`src/rtl/inst_fetch_unit_pkg.sv`:
```
// Shared types and constants for the instruction fetch front end.
// Provides address/instruction types, reset values, FSM states and cache geometry.
package inst_fetch_unit_pkg;

   localparam int ADDR_TYPE = 32;
   localparam int INST_TYPE = 32;

   typedef logic [ADDR_TYPE-1:0] addr_t;
   typedef logic [INST_TYPE-1:0] inst_t;

   localparam logic TRUE  = 1'b1;
   localparam logic FALSE = 1'b0;

   localparam addr_t ADDR_RESET = '0;
   localparam inst_t INST_RESET = '0;

   typedef enum logic [1:0] {
      LOOKUP = 2'd0,
      REQ    = 2'd1,
      REFILL = 2'd2,
      DRAIN  = 2'd3
   } fetch_state_t;

   localparam int DEF_INDEX_BITS    = 4;
   localparam int DEF_WORD_OFF_BITS = 2;

   // Clears the word-offset and byte bits of an address.
   function automatic addr_t line_base(input addr_t a, input int off_bits);
      addr_t m;
      m = '1;
      m = m << (off_bits + 2);
      return a & m;
   endfunction

endpackage

```
`src/rtl/inst_fetch_unit_icache.sv`:
```
// Direct-mapped instruction cache storage: tags, line valid bits and data words.
// Ports: rd_addr -> hit/rd_word (combinational); wr_en/wr_off/wr_word, set_valid, clr_valid on line_addr.
module icache_array
   import inst_fetch_unit_pkg::*;
#(
   parameter int INDEX_BITS    = DEF_INDEX_BITS,
   parameter int WORD_OFF_BITS = DEF_WORD_OFF_BITS
) (
   input  logic                                clk,
   input  logic                                rst,
   input  logic                                en,
   input  logic [ADDR_TYPE-1:2]                rd_addr,
   output logic                                hit,
   output inst_t                               rd_word,
   input  logic                                wr_en,
   input  logic [ADDR_TYPE-1:WORD_OFF_BITS+2]  line_addr,
   input  logic [WORD_OFF_BITS-1:0]            wr_off,
   input  inst_t                               wr_word,
   input  logic                                set_valid,
   input  logic                                clr_valid
);

   localparam int IDX_LSB = WORD_OFF_BITS + 2;
   localparam int TAG_LSB = INDEX_BITS + WORD_OFF_BITS + 2;
   localparam int TAG_W   = ADDR_TYPE - TAG_LSB;
   localparam int SETS    = 1 << INDEX_BITS;
   localparam int WORDS   = 1 << WORD_OFF_BITS;

   logic [SETS-1:0]          valid;
   logic [TAG_W-1:0]         tags [SETS];
   inst_t                    data [SETS*WORDS];

   logic [INDEX_BITS-1:0]    rd_idx;
   logic [WORD_OFF_BITS-1:0] rd_off;
   logic [TAG_W-1:0]         rd_tag;
   logic [INDEX_BITS-1:0]    wr_idx;
   logic [TAG_W-1:0]         wr_tag;

   assign rd_idx = rd_addr[TAG_LSB-1:IDX_LSB];
   assign rd_off = rd_addr[IDX_LSB-1:2];
   assign rd_tag = rd_addr[ADDR_TYPE-1:TAG_LSB];
   assign wr_idx = line_addr[TAG_LSB-1:IDX_LSB];
   assign wr_tag = line_addr[ADDR_TYPE-1:TAG_LSB];

   assign hit     = valid[rd_idx] && (tags[rd_idx] == rd_tag);
   assign rd_word = data[{rd_idx, rd_off}];

   always_ff @(posedge clk) begin
      if (rst) begin
         valid <= '0;
      end else if (en) begin
         if (clr_valid) begin
            valid[wr_idx] <= FALSE;
         end
         if (set_valid) begin
            valid[wr_idx] <= TRUE;
            tags[wr_idx]  <= wr_tag;
         end
      end
   end

   always_ff @(posedge clk) begin
      if (!rst && en && wr_en) begin
         data[{wr_idx, wr_off}] <= wr_word;
      end
   end

endmodule

```
`src/rtl/inst_fetch_unit.sv`:
```
// Instruction fetch unit: PC, direct-mapped I-cache lookup and line refill FSM.
// Ports: clk/rst/rdy, memory refill handshake (mem_*), stall/redirect in, inst_valid/inst/inst_pc out.
module inst_fetch_unit
   import inst_fetch_unit_pkg::*;
#(
   parameter int    INDEX_BITS    = DEF_INDEX_BITS,
   parameter int    WORD_OFF_BITS = DEF_WORD_OFF_BITS,
   parameter addr_t RESET_PC      = ADDR_RESET
) (
   input  logic  clk_in,
   input  logic  rst_in,
   input  logic  rdy_in,
   output logic  mem_enable_out,
   output addr_t mem_addr_out,
   input  logic  mem_available_in,
   input  logic  mem_word_valid_in,
   input  inst_t mem_word_in,
   input  logic  mem_end_in,
   input  logic  stall_in,
   input  logic  redirect_in,
   input  addr_t redirect_pc_in,
   output logic  inst_valid_out,
   output inst_t inst_out,
   output addr_t inst_pc_out
);

   localparam int WORDS    = 1 << WORD_OFF_BITS;
   localparam int LINE_LSB = WORD_OFF_BITS + 2;

   localparam logic [WORD_OFF_BITS:0] CNT_FULL = (WORD_OFF_BITS+1)'(WORDS);
   localparam logic [WORD_OFF_BITS:0] CNT_ONE  = (WORD_OFF_BITS+1)'(1);
   localparam logic [WORD_OFF_BITS:0] CNT_LAST = CNT_FULL - CNT_ONE;

   fetch_state_t             state;
   addr_t                    pc;
   logic [WORD_OFF_BITS:0]   cnt;
   logic                     redirect_pending;

   logic                     hit;
   inst_t                    hit_word;
   logic                     word_wr;
   logic                     line_done;
   logic                     line_full;
   logic                     clr_valid;

   // Words past a full line are ignored so a chatty controller cannot wrap the counter.
   assign word_wr   = (state == REFILL) && mem_word_valid_in && (cnt != CNT_FULL);
   assign line_done = word_wr && (cnt == CNT_LAST);
   assign line_full = (cnt == CNT_FULL) || line_done;
   // The old line is invalidated as the refill starts so partial data never hits.
   assign clr_valid = (state == REQ) && mem_available_in && !redirect_in;

   icache_array #(
      .INDEX_BITS    (INDEX_BITS),
      .WORD_OFF_BITS (WORD_OFF_BITS)
   ) u_icache (
      .clk       (clk_in),
      .rst       (rst_in),
      .en        (rdy_in),
      .rd_addr   (pc[ADDR_TYPE-1:2]),
      .hit       (hit),
      .rd_word   (hit_word),
      .wr_en     (word_wr),
      .line_addr (mem_addr_out[ADDR_TYPE-1:LINE_LSB]),
      .wr_off    (cnt[WORD_OFF_BITS-1:0]),
      .wr_word   (mem_word_in),
      .set_valid (line_done),
      .clr_valid (clr_valid)
   );

   always_ff @(posedge clk_in) begin
      if (rst_in) begin
         state            <= LOOKUP;
         pc               <= RESET_PC;
         cnt              <= '0;
         redirect_pending <= FALSE;
         mem_enable_out   <= FALSE;
         mem_addr_out     <= ADDR_RESET;
         inst_valid_out   <= FALSE;
         inst_out         <= INST_RESET;
         inst_pc_out      <= ADDR_RESET;
      end else if (rdy_in) begin
         inst_valid_out <= FALSE;
         unique case (state)
            LOOKUP: begin
               if (redirect_in) begin
                  pc               <= redirect_pc_in;
                  redirect_pending <= FALSE;
               end else begin
                  redirect_pending <= FALSE;
                  if (!hit) begin
                     state          <= REQ;
                     mem_enable_out <= TRUE;
                     mem_addr_out   <= line_base(pc, WORD_OFF_BITS);
                  end else if (!stall_in && !redirect_pending) begin
                     inst_valid_out <= TRUE;
                     inst_out       <= hit_word;
                     inst_pc_out    <= pc;
                     pc             <= pc + 32'd4;
                  end
               end
            end
            REQ: begin
               if (redirect_in) begin
                  pc               <= redirect_pc_in;
                  redirect_pending <= FALSE;
                  mem_enable_out   <= FALSE;
                  state            <= LOOKUP;
               end else if (mem_available_in) begin
                  cnt   <= '0;
                  state <= REFILL;
               end
            end
            REFILL: begin
               // The fill continues to the old line; only the PC follows the redirect.
               if (redirect_in) begin
                  pc               <= redirect_pc_in;
                  redirect_pending <= TRUE;
               end
               if (word_wr) begin
                  cnt <= cnt + CNT_ONE;
               end
               if (mem_end_in) begin
                  if (line_full) begin
                     mem_enable_out <= FALSE;
                     state          <= DRAIN;
                  end else begin
                     state <= REQ;
                  end
               end
            end
            DRAIN: begin
               if (redirect_in) begin
                  pc               <= redirect_pc_in;
                  redirect_pending <= TRUE;
               end
               if (mem_available_in) begin
                  state <= LOOKUP;
               end
            end
         endcase
      end
   end

endmodule

```
`config.mk`:
```
export PLATFORM = sky130hd
export DESIGN_NAME = inst_fetch_unit
export DESIGN_NICKNAME = d
export VERILOG_FILES = /design/src/rtl/inst_fetch_unit_pkg.sv /design/src/rtl/inst_fetch_unit_icache.sv /design/src/rtl/inst_fetch_unit.sv
export SDC_FILE = /design/constraint.sdc
export NUM_CORES = 2
export LEC_CHECK = 0
export BUFFER_PORTS_ARGS = -buffer_cell sky130_fd_sc_hd__buf_2
export CAP_MARGIN = 20
export CELL_PAD_IN_SITES_DETAIL_PLACEMENT = 2
export CELL_PAD_IN_SITES_GLOBAL_PLACEMENT = 2
export CORE_MARGIN = 2
export CORE_UTILIZATION = 45
export DETAILED_ROUTE_END_ITERATION = 10
export PLACE_DENSITY_LB_ADDON = 0.1
export SLEW_MARGIN = 20
export SYNTH_ARGS = -nofsm -noshare
export SYNTH_HDL_FRONTEND = slang
export SYNTH_HIERARCHICAL = 1
export SYNTH_SLANG_ARGS = --single-unit
```
`constraint.sdc`:
```
create_clock -name clk_in -period 4.1 [get_ports clk_in]
set_input_delay 0.82 -clock clk_in [delete_from_list [all_inputs] [get_ports clk_in]]
set_output_delay 0.82 -clock clk_in [all_outputs]
set_load 0.01 [all_outputs]
```
==> out/metrics.cfg <==
[outcome]
outcome = finished with violations
violations = setup timing

[logic_synthesis]
synthArstFlopShare_pct = 0
syn_area_um2 = 99300
ys_warn_count = 6
yosys_most_used_dff = edfxtp_1
netlist_instances = 4507
ys_ff_latch = 2580
ys_seq_area_share_pct = 76.5
synth_edf_count = 2432
synth_cell_type_count = 71
syn_area_per_cell_um2 = 22.0

[detailed_routing]
via_per_inst = 6.32
route.detailed.drc = 0
avgRoutedWirePerCell_um = 40.3
drtPass1Iterations = 6
antenna_left = 0
vias = 51600
routed_wl_um = 329000
drtIter0Drc = 5641

[finish]
fin_nets = 5171
fin_area_um2 = 117000
layout-area-overhead-vs-synth_pct = 17.6
drive_above_1_share_pct = 35.6
layout_commonest_cell = edfxtp_1
layout_common_cells = edfxtp_1, mux4_2, clkbuf_16, buf_4, nand2_1

[floorplan]
floorplan.rows = 172
die_w_um = 474
die_h_um = 474
boundaryPins = 170
core_um2 = 220000
start_util_pct = 45.2
fp.dieArea_um2 = 224000

[setup_path]
crit_chain = buf_12 -> buf_12 -> buf_4 -> mux4_2 -> a211oi_2 -> a21oi_2 -> xor2_1 -> or4_4 -> nor4b_4 -> nor3b_4 -> buf_4 -> buf_6 -> and3_4 -> buf_12 -> buf_12 -> clkbuf_16 -> nand2_4 -> a21oi_2
required_ns = 4.93
r2r_cells = 18
path_depth = 18
cp_slowest_cell = or4_4
worstReg2RegEnd = inst_out[15]
r2r-start = pc[4]
critPathLaunchType = flop
r2r_slack_ns = -0.25
slowest_delay_ns = 0.53
path_class = flop to flop
crit_start = pc[4]
cp_top_family = simple AND/OR/NAND/NOR gates
cp_common_cell = buf_12
cp_max_fo = 9
critical_path_arrival_ns = 5.18
path_buf_inv = 8
endpoint_kind = flop

[grt]
grt_util_all_layers_pct = 29.4
antenna_found_initial = 10
grt_pass1_wl_um = 455000
grt_pass1_vias = 55200
grt_overflow_total = 0
grt_max_degree = 78

[power]
p_per_area_nw_per_um2 = 491
ir_drop_mv = 0.392
p_leak_nw = 35.9
p_total_mw = 57.4

[clock_tree]
cts_root_buffer = clkbuf_16
cts_inserted_buffers = 292
cts_sinks = 2580
cts_tree = built
clk_latency_ns = 0.94
path_clk_slew_ns = 0.07
htree_levels = 5
cts.hold.buffers_added = 0
clockBufferDepth = 4

[hold_path]
whs_endpoint = pc[0]
hold_path_startpoint = redirect_pc_in[0]
hold_path.class = input port to flop
hold-path-cell-count = 3

[sta]
post-route-period-util_pct = 106
rsz0062_at_grt = true
relSlewSlack_pct = 22.0
finalHoldViolCount = 0
period_needed_ns = 4.35
finClkSkew_ns = 0.0590
worst_pin_slew_ns = 1.17
layout_setup_ws_ns = -0.250
max_freq_ghz = 0.230
setup_viol = 83
maxSlewViolCount = 0

[flow_run]
maxCapViolations = 0

[placement]
portBuffers = 165
place_hpwl_um = 194000
place_congestion = 0.800
placed_area_um2 = 107000

[cell usage after synthesis (3+ instances only)]
library cell  count  area (um^2)
buf_6             3         33.8
nor2b_1          30          188
nor3_1           14         70.1
nand2b_1          3         18.8
ha_1              9          113
a22o_1            3         26.3
nand2_1         250          938
a21oi_1         125          626
mux2_2            6         67.6
o221a_2           3         33.8
o211ai_1          5         37.5
buf_2            76          380
dfxtp_1         148         2960
o21ai_0          64          320
or3_1             7         43.8
and2_1           10         62.6
clkbuf_1        146          548
mux2i_1          31          310
a311oi_1          4         35.0
edfxtp_1       2432        73000
inv_1            18         67.6
xor2_1            7         61.3
a32oi_1           5         43.8
and3_1            4         25.0
a21o_1            5         37.5
xnor2_1          21          184
o221ai_1          4         35.0
o32ai_1           3         26.3
a22oi_1           9         67.6
nor2_1          130          488
a31oi_1          15         93.8
nand3b_1          6         45.0
buf_1            19         71.3
nor4_1            6         37.5
or4_1             6         45.0
buf_4            14          105
o22ai_1           6         37.5
a211oi_1         13         97.6
nand4_1          11         68.8
nand3_1          26          130
mux4_2          770        17300
[state kept, by name (all words and copies together), names as in the netlist]
register,cells
mem_addr_out,28
state,2
inst_valid_out,1
inst_out,32
pc,32
inst_pc_out,32
u_icache/valid,16
cnt,3
redirect_pending,1
u_icache/data,2048
mem_enable_out,1
u_icache/tags,384
[what timing repair did]
item / 4_1_cts / 5_1_grt
cloned: 5 / 4
setup buffers: 14 / 12
pin swaps: 14 / 43
endpoints found under the setup margin: 129 / 99
endpoints found under the hold margin: 0 / 0
gates resized for setup: 33 / 94
[metal layers]
metal | share of wire, % | vias to the layer above | track usage (%)
li1 | - | 20100 | -
met2 | 51 | 2112 | 49.4
met5 | 0.0036 | - | 0
met3 | 6.1 | 558 | 4.63
met1 | 39 | 28800 | 38.6
met4 | 4.0 | 2 | 11.5
[kinds of logic (layout without fill, tap and decap cells)]
family	Yosys count	count (layout)	share of synthesized area, %
AOI/OAI and AO/OA	284	284	1.71
and+or+nand+nor	519	519	2.33
muxes	807	807	17.8
xor gates and xnor gates	28	28	0.247
DFF	2580	2580	76.5
other	1	10	0.00378
adders and majority gates	9	9	0.113
buffers and inverters	279	1060	1.23
[worst reg2reg max path, stage by stage (launching register included)]
cell,delay [ns]
dfxtp_4,0.40
buf_12,0.14
buf_12,0.13
buf_4,0.15
mux4_2,0.52
a211oi_2,0.27
a21oi_2,0.08
xor2_1,0.16
or4_4,0.54
nor4b_4,0.38
nor3b_4,0.32
buf_4,0.16
buf_6,0.09
and3_4,0.21
buf_12,0.18
buf_12,0.16
clkbuf_16,0.16
nand2_4,0.05
a21oi_2,0.20
[through the flow]
step | setup TNS [ns] | hold WS, ns | worst slack, ns | util [%] | std cells
global placement | -60.56 | 0.442 | -0.771 | 48.7 | 7634
global route | -20.05 | 0.147 | -0.339 | 53.2 | 8165
detailed placement | -64.58 | 0.448 | -0.773 | 48.7 | 7634
floorplan | 0 | 0.432 | 0.0817 | - | 4510
finish | -7.99 | 0.184 | -0.250 | 53.2 | 8168
CTS | -5.16 | 0.126 | -0.156 | 52.9 | 8145
[worst max-delay path by stage]
stage / to / slack [ns]
6_report: inst_out[15] / -0.25
5_1_grt: inst_out[15] / -0.34
2_1_floorplan: pc[29] / 0.08
3_3_place_gp: pc[28] / -0.77
4_1_cts: pc[31] / -0.16
3_5_place_dp: pc[28] / -0.77
[layout make-up]
type                    count  area, um^2
flip-flops and latches   2580       76000
diodes                      6        15.0
clock buffers             372        7920
clock inverters           123         993
inverters                  20        85.1
repair buffers            545        5070
multi-input cells        1651       23100
well taps                2871        3590
fillers                 18500      103000
[power breakdown]
group,internal (mW),switching [mW]
sequential,28.8,0.107
clock,14.6,10.5
combinational,1.52,1.87
total,44.9,12.5
No activity file was read; power rests on OpenSTA's default activity.
